`src/rtl/calc_pkg.sv`:
```
// calc_pkg: expression encoding, opcodes and FSM state type shared by the evaluator blocks.
package calc_pkg;

    localparam int EXP_W = 12;

    // Expression layout: {operand A, opcode, operand B}
    localparam int A_MSB  = 11;
    localparam int A_LSB  = 8;
    localparam int OP_MSB = 7;
    localparam int OP_LSB = 4;
    localparam int B_MSB  = 3;
    localparam int B_LSB  = 0;

    localparam logic [3:0] OP_ADD = 4'hA;
    localparam logic [3:0] OP_SUB = 4'hB;
    localparam logic [3:0] OP_MUL = 4'hC;
    localparam logic [3:0] OP_DIV = 4'hD;

    typedef enum logic [2:0] {
        ST_IDLE = 3'd0,
        ST_LOAD = 3'd1,
        ST_EXEC = 3'd2,
        ST_DIV  = 3'd3,
        ST_DONE = 3'd4
    } state_t;

endpackage

```
`src/rtl/seq_divider.sv`:
```
// seq_divider: 4-bit restoring divider, one quotient bit per cycle, four cycles after start_i.
// Only built when EXPR_EVAL_DIV_EN is defined.
`ifdef EXPR_EVAL_DIV_EN
module seq_divider (
    input  logic       clk,
    input  logic       rst,
    input  logic       start_i,
    input  logic [3:0] a_i,
    input  logic [3:0] b_i,
    output logic       done_o,
    output logic [3:0] quo_o
);
    logic [3:0] rem_q, quo_q, rem_d, quo_d;
    logic [2:0] cnt_q;
    logic       busy_q;
    logic [4:0] shifted;

    always_comb begin
        shifted = {rem_q, quo_q[3]};
        rem_d   = shifted[3:0];
        quo_d   = {quo_q[2:0], 1'b0};
        if (shifted >= {1'b0, b_i}) begin
            rem_d = 4'(shifted - {1'b0, b_i});
            quo_d = {quo_q[2:0], 1'b1};
        end
    end

    // done_o flags the final iteration; quo_o is the quotient that iteration produces.
    assign done_o = busy_q && (cnt_q == 3'd1);
    assign quo_o  = quo_d;

    always_ff @(posedge clk or posedge rst) begin
        if (rst) begin
            rem_q  <= '0;
            quo_q  <= '0;
            cnt_q  <= '0;
            busy_q <= 1'b0;
        end else if (start_i) begin
            rem_q  <= '0;
            quo_q  <= a_i;
            cnt_q  <= 3'd4;
            busy_q <= 1'b1;
        end else if (busy_q) begin
            rem_q <= rem_d;
            quo_q <= quo_d;
            cnt_q <= cnt_q - 3'd1;
            if (cnt_q == 3'd1) busy_q <= 1'b0;
        end
    end
endmodule
`endif

```
`src/rtl/expr_eval_arbiter.sv`:
```
// expr_eval_arbiter: round-robin arbiter in front of a single 12-bit expression evaluator.
// Define EXPR_EVAL_DIV_EN to evaluate opcode D via seq_divider; otherwise D is an invalid opcode.
module expr_eval_arbiter
    import calc_pkg::*;
#(
    parameter int NUM_LANES = 3,
    parameter int RES_W     = 10
) (
    input  logic                       clk,
    input  logic                       rst,
    input  logic [NUM_LANES-1:0]       req,
    input  logic [EXP_W*NUM_LANES-1:0] req_exp,
    output logic [NUM_LANES-1:0]       gnt,
    output logic                       done,
    output logic [1:0]                 done_lane,
    output logic [RES_W-1:0]           result,
    output logic                       err,
    output logic                       busy,
    output state_t                     dbg_state
);
    state_t               state_q;
    logic [NUM_LANES-1:0] gnt_q, gnt_d;
    logic                 done_q, err_q, busy_q;
    logic [1:0]           lane_q, last_q, done_lane_q, win_idx, cand_l;
    logic [RES_W-1:0]     result_q, alu_res;
    logic [EXP_W-1:0]     exp_q, exp_d;
    logic                 win_valid, alu_err;
    logic [3:0]           op_a, op_code, op_b;
    int                   cand;

    assign op_a    = exp_q[A_MSB:A_LSB];
    assign op_code = exp_q[OP_MSB:OP_LSB];
    assign op_b    = exp_q[B_MSB:B_LSB];

    // Search starts one past the last granted lane, wrapping at NUM_LANES.
    always_comb begin
        win_valid = 1'b0;
        win_idx   = '0;
        cand      = 0;
        cand_l    = '0;
        for (int i = 1; i <= NUM_LANES; i++) begin
            cand = int'(last_q) + i;
            if (cand >= NUM_LANES) cand = cand - NUM_LANES;
            cand_l = 2'(cand);
            if (!win_valid && req[cand_l]) begin
                win_valid = 1'b1;
                win_idx   = cand_l;
            end
        end
        gnt_d = NUM_LANES'(1) << win_idx;
    end

    always_comb begin
        exp_d = '0;
        for (int i = 0; i < NUM_LANES; i++) begin
            if (lane_q == 2'(i)) exp_d = req_exp[i*EXP_W +: EXP_W];
        end
    end

    always_comb begin
        alu_res = '0;
        alu_err = 1'b0;
        case (op_code)
            OP_ADD:  alu_res = RES_W'(op_a) + RES_W'(op_b);
            OP_SUB:  alu_res = RES_W'(op_a) - RES_W'(op_b);
            OP_MUL:  alu_res = RES_W'(8'(op_a) * 8'(op_b));
            default: alu_err = 1'b1;
        endcase
    end

`ifdef EXPR_EVAL_DIV_EN
    logic       start_q, div_done;
    logic [3:0] div_quo;

    seq_divider u_div (
        .clk     (clk),
        .rst     (rst),
        .start_i (start_q),
        .a_i     (op_a),
        .b_i     (op_b),
        .done_o  (div_done),
        .quo_o   (div_quo)
    );
`endif

    always_ff @(posedge clk or posedge rst) begin
        if (rst) begin
            state_q     <= ST_IDLE;
            gnt_q       <= '0;
            done_q      <= 1'b0;
            done_lane_q <= '0;
            result_q    <= '0;
            err_q       <= 1'b0;
            busy_q      <= 1'b0;
            lane_q      <= '0;
            last_q      <= 2'(NUM_LANES - 1);
            exp_q       <= '0;
`ifdef EXPR_EVAL_DIV_EN
            start_q     <= 1'b0;
`endif
        end else begin
            gnt_q  <= '0;
            done_q <= 1'b0;
`ifdef EXPR_EVAL_DIV_EN
            start_q <= 1'b0;
`endif
            case (state_q)
                ST_IDLE: begin
                    if (win_valid) begin
                        state_q <= ST_LOAD;
                        busy_q  <= 1'b1;
                        gnt_q   <= gnt_d;
                        lane_q  <= win_idx;
                        last_q  <= win_idx;
                    end
                end
                ST_LOAD: begin
                    exp_q   <= exp_d;
                    state_q <= ST_EXEC;
`ifdef EXPR_EVAL_DIV_EN
                    if (exp_d[OP_MSB:OP_LSB] == OP_DIV) begin
                        state_q <= ST_DIV;
                        start_q <= 1'b1;
                    end
`endif
                end
                ST_EXEC: begin
                    state_q     <= ST_DONE;
                    done_q      <= 1'b1;
                    done_lane_q <= lane_q;
                    result_q    <= alu_res;
                    err_q       <= alu_err;
                end
`ifdef EXPR_EVAL_DIV_EN
                ST_DIV: begin
                    if (div_done) begin
                        state_q     <= ST_DONE;
                        done_q      <= 1'b1;
                        done_lane_q <= lane_q;
                        err_q       <= (op_b == 4'd0);
                        result_q    <= (op_b == 4'd0) ? '1 : RES_W'(div_quo);
                    end
                end
`endif
                ST_DONE: begin
                    state_q <= ST_IDLE;
                    busy_q  <= 1'b0;
                end
                default: begin
                    state_q <= ST_IDLE;
                    busy_q  <= 1'b0;
                end
            endcase
        end
    end

    assign gnt       = gnt_q;
    assign done      = done_q;
    assign done_lane = done_lane_q;
    assign result    = result_q;
    assign err       = err_q;
    assign busy      = busy_q;
    assign dbg_state = state_q;

endmodule
```
`config.mk`:
```
export PLATFORM = sky130hd
export DESIGN_NAME = expr_eval_arbiter
export DESIGN_NICKNAME = d
export VERILOG_FILES = /design/src/rtl/calc_pkg.sv /design/src/rtl/seq_divider.sv /design/src/rtl/expr_eval_arbiter.sv
export SDC_FILE = /design/constraint.sdc
export NUM_CORES = 1
export LEC_CHECK = 0
export ABC_AREA = 1
export ABC_CLOCK_PERIOD_IN_PS = 3100
export BUFFER_PORTS_ARGS = -buffer_cell sky130_fd_sc_hd__buf_2
export CELL_PAD_IN_SITES_DETAIL_PLACEMENT = 2
export CELL_PAD_IN_SITES_GLOBAL_PLACEMENT = 2
export CORE_MARGIN = 4
export CORE_UTILIZATION = 30
export CTS_CLUSTER_SIZE = 10
export DETAILED_ROUTE_END_ITERATION = 10
export PLACE_DENSITY = 0.84
export SLEW_MARGIN = 10
export SYNTH_ARGS = -nofsm -noshare
export SYNTH_HDL_FRONTEND = slang
export SYNTH_SLANG_ARGS = --single-unit
```
`constraint.sdc`:
```
create_clock -name clk -period 3.1 [get_ports clk]
set_input_delay 0.62 -clock clk [delete_from_list [all_inputs] [get_ports clk]]
set_output_delay 0.62 -clock clk [all_outputs]
set_load 0.02 [all_outputs]
```
==> summary.md, run 1 <==
| Metric | Value |
|---|---|
| Status | `completed` |
| Critical path endpoint category | `register` |
| Largest stage delay, worst path | `550 ps` |
| Initial core utilization | `30.7%` |
| Worst reg-to-reg path cell count | `13` |
| Drt drc | `0` |
| Crit path cell chain | `nand2_1 > fa_1 > fa_1 > inv_1 > fa_1 > nand2_1 > nand2_1 > a21oi_1 > nand2_1 > nand2_1 > o21ai_0 > nand2_1 > nand2_1` |
| Met2 usage in global routing | `31.1%` |
| Cell repeated most along the worst path | `nand2_1` |
| Fmax | `349 MHz` |
| Cell Area, Synth | `2680 sq um` |
| Avg WL per Cell | `15.7 um` |
| CP required | `3280 ps` |
| TNS Setup | `0 ps` |
| Ant diodes | `0` |
| Multiplexer area fraction after synthesis | `0%` |
| Detail Route Antenna Nets | `0` |
| Clock Latency Late Sink | `290 ps` |
| Total global routing track utilization | `17.1%` |
| I/O Pins | `62` |
| Final Instance Count excl. Fillers | `547` |
| CTS Buffer Depth | `2` |
| Commonest non-fill, non-tap cells in the layout | `110 x nand2_1, 61 x buf_2, 55 x inv_1` |
| Netlist cell types | `29` |
| CTS root buf | `clkbuf_8` |
| Hold-fix buffers at CTS | `0` |
| Initial antenna violation count | `0` |
| RePlAce Congestion | `0.841` |
| Arr. time, crit path | `3050 ps` |
| CTS tree | `done` |
| Gr ovfl total | `0` |
| Nets | `508` |
| Area growth syn-to-layout | `18.8%` |
| Worst R2R End | `result[6]` |
| PwrDens | `1150 nW/um^2` |
| Syn. warnings | `0` |
| Setup crit start kind | `register` |
| Wirelength, routed | `8580 um` |
| Num Clock Sinks | `35` |
| Detailed placer's ending HPWL | `6940 um` |
| Post-Syn Nets | `444` |
| Hold Fails Final Rpt | `0` |
| Vias in the first global route | `3,016` |
| R2r setup slk | `240 ps` |
| Worst r2r src | `exp_q[8]` |
| Worst Tran Pin Value | `512 ps` |
| Total number of vias | `2,664` |
| Top Usage Layer GRT | `met2` |
| Avg Vias per Cell | `4.87` |
| Most common cell after layout, fill and taps aside | `nand2_1` |
| Worst Setup SP | `exp_q[8]` |
| Fin crit share | `92.4%` |
| Tmin final | `2860 ps` |
| Post-Synth Simple-Gate Area | `33.7%` |
| Core area | `8720 sq um` |
| Largest net degree at the start of global routing | `36` |
| 1st-pass router iterations | `4` |
| Synth Area in XOR/XNOR | `0%` |
| RSZ-0062 raised after global routing | `false` |
| Post-Synth Adder-Cell Area | `15.2%` |
| I/O Buffers | `61` |
| Clock skew | `8.53 ps` |
| Initial DRC Count | `66` |
| Final setup vio count | `0` |
| Worst hold path type | `input port to asynchronous set/reset pin` |
| Inserted Clock Buffers | `5` |
| Die Wd | `103 um` |
| DP Cell Count | `536` |
| Met3 usage | `2.71%` |
| Crit-path max FO | `4` |
| H-tree depth | `2` |
| Max cap viols | `0` |
| Layout cells sized above 1 | `21.6%` |
| Syn Inst Count | `374` |
| Grt met1 use | `21.6%` |
| Die H | `103 um` |
| Normalized max-slew margin | `65.7%` |
| Critical path class | `register to register` |
| Max IR drop VDD | `0.309 mV` |
| First-pass GRT wire length | `14,300 um` |
| Avg Inst Size Synth | `7.17 sq um` |
| Rows | `34` |
| FF+latch count, synth | `35` |
| Register area share after synthesis | `32.7%` |
| Clock-pin slew on the worst setup and hold paths | `80 ps` |
| Post-synthesis compound-gate area fraction | `6.53%` |
| Crit-path slowest cell | `fa_1` |
| Critical Path Sink | `result[6]` |
| Pleak | `0.00189 uW` |
| Slew Viols, Final | `0` |
| Fin util | `36.5%` |
| DIE AREA | `10,500 sq um` |
| Largest family of logic cells by synthesized area | `simple AND/OR/NAND/NOR gates` |
metal layers:
metal / up-vias / part of all wire, %
li1: 1308 / -
met4: 0 / 1.4
met1: 1292 / 44
met3: 10 / 3.1
met5: - / 0
met2: 54 / 52
state kept, by name, summed over array words and instances, names as in the netlist:
name	count
exp_q	12
result	9
dbg_state	3
gnt	3
done_lane	2
lane_q	2
busy	1
done	1
err	1
last_q	1
cells in the mapped netlist:
| cell type | number | area (sq um) |
|---|---|---|
| o21ai_0 | 11 | 55.1 |
| nand3_1 | 53 | 265 |
| o21a_1 | 2 | 15.0 |
| nor3_4 | 1 | 16.3 |
| nor2_2 | 2 | 12.5 |
| a21oi_1 | 6 | 30.0 |
| ha_1 | 23 | 288 |
| or2_2 | 1 | 6.26 |
| and2_1 | 1 | 6.26 |
| fa_1 | 6 | 120 |
| inv_2 | 2 | 7.51 |
| o21ai_1 | 1 | 5.00 |
| clkbuf_1 | 1 | 3.75 |
| inv_4 | 2 | 12.5 |
| nand3_2 | 1 | 10.0 |
| nand2_2 | 3 | 18.8 |
| nand3b_1 | 1 | 7.51 |
| nor2_1 | 33 | 124 |
| dfstp_2 | 1 | 26.3 |
| buf_6 | 3 | 33.8 |
| inv_1 | 55 | 206 |
| buf_4 | 3 | 22.5 |
| a31o_2 | 2 | 17.5 |
| nand4_1 | 4 | 25.0 |
| a32oi_1 | 6 | 52.6 |
| clkinv_2 | 1 | 5.00 |
| buf_2 | 5 | 25.0 |
| nand2_1 | 110 | 413 |
| dfrtp_1 | 34 | 851 |
final cells by class:
class | count | area (sq um)
Multi-Input combinational cell | 267 | 1490
Sequential cell | 35 | 881
Inverter | 60 | 231
Fill cell | 1052 | 5540
Clock inverter | 2 | 12.5
Timing Repair Buffer | 69 | 365
Clock buffer | 6 | 72.6
Tap cell | 108 | 135
where the power goes:
group          total (uW)  leakage [uW]  internal [uW]  switching, uW
clock                 331     0.0000412            157            174
combinational        2480       0.00141            858           1620
sequential            848      0.000437            664            185
total                3660       0.00189           1680           1980
what timing repair did:
action                     in CTS  in global routing
gates resized for setup         0                  3
buffers inserted                0                  3
setup endpoints to repair       0                  1
worst max-delay path: cells and delay by family (launching register included):
family,cells,cell delay (ps)
adder cells (fa/ha/maj),3,1500
AND/OR/NAND/NOR,7,530
buffers and inverters,1,70
AO/OA/AOI/OAI,2,260
flip-flops,1,400
stage by stage:
stage | area, sq um | setup WS [ps] | hold WS (ps) | total power, uW
2_1_floorplan | 2680 | 370 | 456 | 2610
5_1_grt | 3190 | 12.6 | 453 | 4080
6_report | 3190 | 237 | 418 | 3660
4_1_cts | 3160 | 135 | 441 | 3690
3_5_place_dp | 3070 | 153 | 468 | 3340
3_3_place_gp | 3070 | 344 | 460 | 3170
cell families (layout without fill, tap and decap cells):
| group | after synthesis | after routing |
|---|---|---|
| AO/OA/AOI/OAI | 28 | 28 |
| adder cells (fa/ha/maj) | 29 | 29 |
| buffers and inverters | 72 | 137 |
| flip-flops | 35 | 35 |
| AND/OR/NAND/NOR | 210 | 210 |
worst min-delay path by stage:
| stage | slack, ps | depth (start not counted) | end |
|---|---|---|---|
| 3_5_place_dp | 470 | 2 | result[6] |
| 3_3_place_gp | 460 | 2 | result[7] |
| 5_1_grt | 450 | 3 | result[1] |
| 4_1_cts | 440 | 3 | result[1] |
| 2_1_floorplan | 460 | 2 | last_q[1] |
| 6_report | 420 | 3 | result[1] |
(Power assumes the default switching activity.)
==> run 2: changes to the inputs <==
- ABC_AREA: 1 -> default
- CORE_UTILIZATION: 30 -> 32
- PLACE_DENSITY: 0.84 -> 0.85
==> summary.md, run 2 <==
| Metric | Value |
|---|---|
| Post-Syn Nets | `342` |
| CP required | `3330 ps` |
| Critical path endpoint category | `register` |
| Clock skew | `10.1 ps` |
| Top cell type's share of synthesized area | `34.7%` |
| Avg WL per Cell | `16.5 um` |
| Vias in the first global route | `2,419` |
| Post-Synth Simple-Gate Area | `15.2%` |
| Largest net degree at the start of global routing | `36` |
| Gr ovfl total | `0` |
| Fmax | `339 MHz` |
| 1st-pass router iterations | `4` |
| Fin util | `40.6%` |
| Inserted Clock Buffers | `5` |
| Most frequent cells after synthesis | `42 x nor2_1, 35 x a21oi_1, 34 x dfrtp_1` |
| DP Area | `2850 sq um` |
| Worst r2r src | `exp_q[10]` |
| Crit-path max FO | `6` |
| Wirelength, routed | `7180 um` |
| I/O Buffers | `61` |
| Prevailing post-synth register cell | `dfrtp_1` |
| Die Wd | `95.5 um` |
| Max cap viols | `0` |
| Normalized max-slew margin | `44.2%` |
| Critical Path Sink | `result[6]` |
| CTS root buf | `clkbuf_8` |
| Fin crit share | `95.1%` |
| Status | `completed` |
| Slew Viols, Final | `0` |
| I/O Pins | `62` |
| Num Clock Sinks | `35` |
| Leading area contributor after synthesis | `dfrtp_1` |
| Syn. warnings | `0` |
| Most frequent cell after synthesis | `nor2_1` |
| Hold-fix buffers at CTS | `0` |
| Hold Fails Final Rpt | `0` |
| RePlAce Congestion | `0.827` |
| Detailed placer's ending HPWL | `5570 um` |
| Largest family of logic cells by synthesized area | `compound AO/OA/AOI/OAI gates` |
| Worst reg-to-reg path cell count | `10` |
| DP Cell Count | `424` |
| Initial antenna violation count | `0` |
| Post-Synth Adder-Cell Area | `16.6%` |
| Worst hold path type | `input port to asynchronous set/reset pin` |
| Register area share after synthesis | `35.8%` |
| Clock Latency Late Sink | `300 ps` |
| Largest stage delay, worst path | `580 ps` |
| Tmin final | `2950 ps` |
| Most flops, register | `exp_q` |
| Avg Inst Size Synth | `9.02 sq um` |
| Critical path class | `register to register` |
| CTS Buffer Depth | `2` |
| Avg Vias per Cell | `4.97` |
| Initial DRC Count | `36` |
| DIE AREA | `9130 sq um` |
| Final setup vio count | `0` |
| Post-synthesis compound-gate area fraction | `17.7%` |
| CTS tree | `done` |
| Pleak | `0.00153 uW` |
| Multiplexer area fraction after synthesis | `6.79%` |
| Worst R2R End | `result[6]` |
| Final instance area | `3000 sq um` |
| Total global routing track utilization | `17.2%` |
| Core area | `7370 sq um` |
| Max IR drop VDD | `0.371 mV` |
| R2r setup slk | `150 ps` |
| Cell repeated most along the worst path | `fa_1` |
| Setup crit start kind | `register` |
| Nets | `405` |
| Netlist cell types | `46` |
| Ant diodes | `0` |
| Drt drc | `0` |
| Total number of vias | `2,161` |
| Number of enable flip-flop cells after synthesis | `0` |
| Largest register FFs | `12` |
| Layout cells sized above 1 | `26.5%` |
| Crit-path slowest cell | `fa_1` |
| Ys async rst share | `100%` |
| Detail Route Antenna Nets | `0` |
| Arr. time, crit path | `3180 ps` |
| PwrDens | `1380 nW/um^2` |
| Synth Area in XOR/XNOR | `2.86%` |
| Rows | `31` |
| Syn Inst Count | `272` |
| H-tree depth | `2` |
| TNS Setup | `0 ps` |
| Worst Tran Pin Value | `837 ps` |
| Clock-pin slew on the worst setup and hold paths | `80 ps` |
| Initial core utilization | `33.3%` |
| First-pass GRT wire length | `12,000 um` |
| Crit path cell chain | `nand2_1 > fa_1 > fa_1 > inv_1 > fa_1 > a21o_1 > a21oi_2 > xnor2_1 > nand3_1 > nand3_1` |
| Area growth syn-to-layout | `22.1%` |
| Final Instance Count excl. Fillers | `435` |
| Worst Setup SP | `exp_q[10]` |
| Cell Area, Synth | `2450 sq um` |
| Largest cells by area after synthesis | `dfrtp_1 35%, ha_1 12%, a21oi_1 7.1%` |
| Most common cell after layout, fill and taps aside | `buf_2` |
| FF+latch count, synth | `35` |
| Commonest non-fill, non-tap cells in the layout | `61 x buf_2, 42 x nor2_1, 34 x a21oi_1` |
| Die H | `95.5 um` |
==> run 2: report_power, final <==
part,leakage [uW],internal [uW],switching (uW),total [uW]
clock network,0.0000581,240,186,425
logic,0.00105,1170,1630,2800
registers,0.000424,679,228,906
==> run 2: cell families (layout without fill, tap and decap cells) <==
logic type,Yosys count,after routing
AO/OA/AOI/OAI,70,70
XOR/XNOR,8,8
adder cells (fa/ha/maj),29,29
buffers and inverters,30,94
flip-flops,35,35
multiplexers,16,16
AND/OR/NAND/NOR,84,84
==> run 2: worst min path at each step <==
stage | slack, ps | depth (start not counted) | to
global placement | 450 | 2 | done_lane[1]
detailed placement | 470 | 2 | done_lane[1]
global route | 450 | 3 | dbg_state[2]
finish | 410 | 3 | lane_q[1]
CTS | 420 | 3 | lane_q[0]
floorplan | 520 | 2 | exp_q[7]
==> run 2: final cells by class <==
class,instances,area [sq um]
inverters,18,67.6
clock inverters,3,43.8
flip-flops and latches,35,881
well taps,99,124
fillers,836,4370
repair buffers,68,358
clock buffers,5,68.8
multi-input cells,207,1450
==> run 2: stage by stage <==
| stage | total power (uW) | hold slack (ps) | setup slack, ps |
|---|---|---|---|
| 2_1_floorplan | 2890 | 518 | 331 |
| 3_3_place_gp | 3460 | 454 | 287 |
| 3_5_place_dp | 3610 | 472 | 105 |
| 4_1_cts | 4150 | 420 | 3.74 |
| 5_1_grt | 4580 | 452 | -5.43 |
| 6_report | 4130 | 406 | 151 |
==> run 2: per-layer routing <==
layer	up-vias	share of wire, %	track usage [%]
met2	58	50	31.2
met4	0	1.1	4.27
met1	1045	43	20.4
met5	-	0	0
li1	1051	-	-
met3	7	5.1	3.79
==> run 2: critical path: cells and delay by family, from the launching register on <==
kind / cells / cell delay (ps)
buffers and inverters: 1 / 90
adder cells (fa/ha/maj): 3 / 1560
AND/OR/NAND/NOR: 3 / 310
flip-flops: 1 / 420
XOR/XNOR: 1 / 140
AO/OA/AOI/OAI: 2 / 360
==> run 2: repair_timing <==
action,4_1_cts,5_1_grt
setup buffers,0,3
setup endpoints to repair,0,3
resized for setup,0,4
endpoints found under the hold margin,0,0
==> run 3: changes to the inputs <==
- CORE_UTILIZATION: 32 -> 33
- CTS_BUF_LIST: default -> sky130_fd_sc_hd__clkbuf_8
- GPL_TIMING_DRIVEN: default -> 1
- PLACE_DENSITY: 0.85 -> 0.87
==> summary.md, run 3 (synthesized netlist as in run 2, its figures left out) <==
| Metric | Value |
|---|---|
| RePlAce Congestion | `0.812` |
| Total global routing track utilization | `17.6%` |
| Core area | `7250 sq um` |
| CTS tree | `done` |
| Fin util | `40.8%` |
| TNS Setup | `0 ps` |
| Wirelength, routed | `7250 um` |
| CP bufs+invs | `1` |
| Vias in the first global route | `2,416` |
| Most common cell after layout, fill and taps aside | `buf_2` |
| Avg Vias per Cell | `5.07` |
| CTS Buffer Depth | `2` |
| Setup crit start kind | `register` |
| Layout cells sized above 1 | `25.2%` |
| Normalized max-slew margin | `47.0%` |
| Area growth syn-to-layout | `20.7%` |
| RSZ-0062 raised after global routing | `false` |
| 1st-pass router iterations | `4` |
| Status | `completed` |
| PwrDens | `1350 nW/um^2` |
| Initial antenna violation count | `0` |
| CP required | `3240 ps` |
| Initial DRC Count | `24` |
| Hold Fails Final Rpt | `0` |
| Worst hold path type | `input port to asynchronous set/reset pin` |
| Ant diodes | `0` |
| Critical path class | `register to register` |
| Crit path cell chain | `nand2_1 > fa_1 > fa_1 > inv_1 > ha_1 > a211oi_1 > o21bai_1 > a21oi_1 > xor2_1 > o211ai_1` |
| Delay-heaviest family, CP | `adder cells` |
| Crit-path max FO | `6` |
| Max IR drop VDD | `0.300 mV` |
| Detailed placer's ending HPWL | `5900 um` |
| Clock-pin slew on the worst setup and hold paths | `80 ps` |
| Detail Route Antenna Nets | `0` |
| Pleak | `0.00151 uW` |
| Clock Latency Late Sink | `300 ps` |
| Crit-path slowest cell | `fa_1` |
| Drt drc | `0` |
| Cell repeated most along the worst path | `fa_1` |
| Clock skew | `7.52 ps` |
| I/O Buffers | `61` |
| Commonest non-fill, non-tap cells in the layout | `61 x buf_2, 42 x nor2_1, 35 x a21oi_1` |
| Total number of vias | `2,191` |
| Slew Viols, Final | `0` |
| Setup ws final | `208 ps` |
| Fin crit share | `93.3%` |
| Fmax | `346 MHz` |
| Die Wd | `94.2 um` |
| Most flops, register | `exp_q` |
| Largest register FFs | `12` |
| Dpl ws | `175 ps` |
| Num Clock Sinks | `35` |
| Die H | `94.2 um` |
| Filler cell count | `836` |
| Critical path endpoint category | `register` |
| DIE AREA | `8870 sq um` |
| Avg WL per Cell | `16.8 um` |
| I/O Pins | `62` |
| H-tree depth | `2` |
| Largest stage delay, worst path | `540 ps` |
| Tmin final | `2890 ps` |
| Rows | `31` |
| First-pass GRT wire length | `12,100 um` |
| Postcts setup bufs | `0` |
| Largest net degree at the start of global routing | `36` |
| Worst Tran Pin Value | `795 ps` |
| Hold-fix buffers at CTS | `0` |
| Initial core utilization | `33.8%` |
| Arr. time, crit path | `3030 ps` |
| Nets | `402` |
| Gr ovfl total | `0` |
| Final setup vio count | `0` |
| Inserted Clock Buffers | `5` |
| Max cap viols | `0` |
| CTS root buf | `clkbuf_8` |
run 3: timing repair:
action                                  in CTS  in global routing
resized for setup                            0                  2
endpoints found under the setup margin       0                  1
endpoints found under the hold margin        0                  0
run 3: cell type report:
| type | count | area, sq um | area share [%] |
|---|---|---|---|
| repair buffers | 65 | 335 | 11.3 |
| clock buffers | 7 | 96.3 | 3.26 |
| multi-input cells | 207 | 1450 | 49.0 |
| well taps | 99 | 124 | 4.19 |
| flip-flops and latches | 35 | 880 | 29.7 |
| clock inverters | 1 | 7.51 | 0.254 |
| inverters | 18 | 67.6 | 2.28 |
run 3: worst paths after layout:
path	to	startpoint	slack, ps	cells after the start
worst max-delay path	result[7]	exp_q[10]	210	10
worst min register to register	result[0]	result[0]	480	2
min in group clk	result[0]	result[0]	480	2
worst max register to register	result[7]	exp_q[10]	210	10
max in group asynchronous	exp_q[3]	rst	2320	3
worst min-delay path	exp_q[7]	rst	430	3
run 3: worst register-to-register path, stage by stage, from the launching register on:
cell and delay (ps):
dfrtp_1 440, nand2_1 100, fa_1 470, fa_1 540, inv_1 70, ha_1 320, a211oi_1 230, o21bai_1 110
a21oi_1 190, xor2_1 170, o211ai_1 90
run 3: power by group:
part	leakage [uW]	internal (uW)	switching [uW]	total, uW
logic	0.00104	1130	1590	2720
clock network	0.0000505	202	174	376
registers	0.000425	678	238	916
total	0.00151	2010	2000	4010
run 3: per-layer routing:
layer / share of wire [%] / track usage, % / up-vias
met5: 0 / 0 / -
met1: 43 / 20.9 / 1082
met2: 51 / 31.9 / 54
met3: 4.4 / 3.53 / 9
li1: - / - / 1046
met4: 1.1 / 4.69 / 0
run 3: metrics by stage:
| step | cell area (sq um) | cells | hold slack (ps) | power [uW] |
|---|---|---|---|---|
| floorplan | 2450 | 272 | 518 | 2890 |
| global placement | 2850 | 424 | 456 | 3460 |
| detailed placement | 2850 | 424 | 470 | 3650 |
| CTS | 2960 | 432 | 438 | 4080 |
| global route | 2960 | 432 | 478 | 4460 |
| finish | 2960 | 432 | 425 | 4010 |
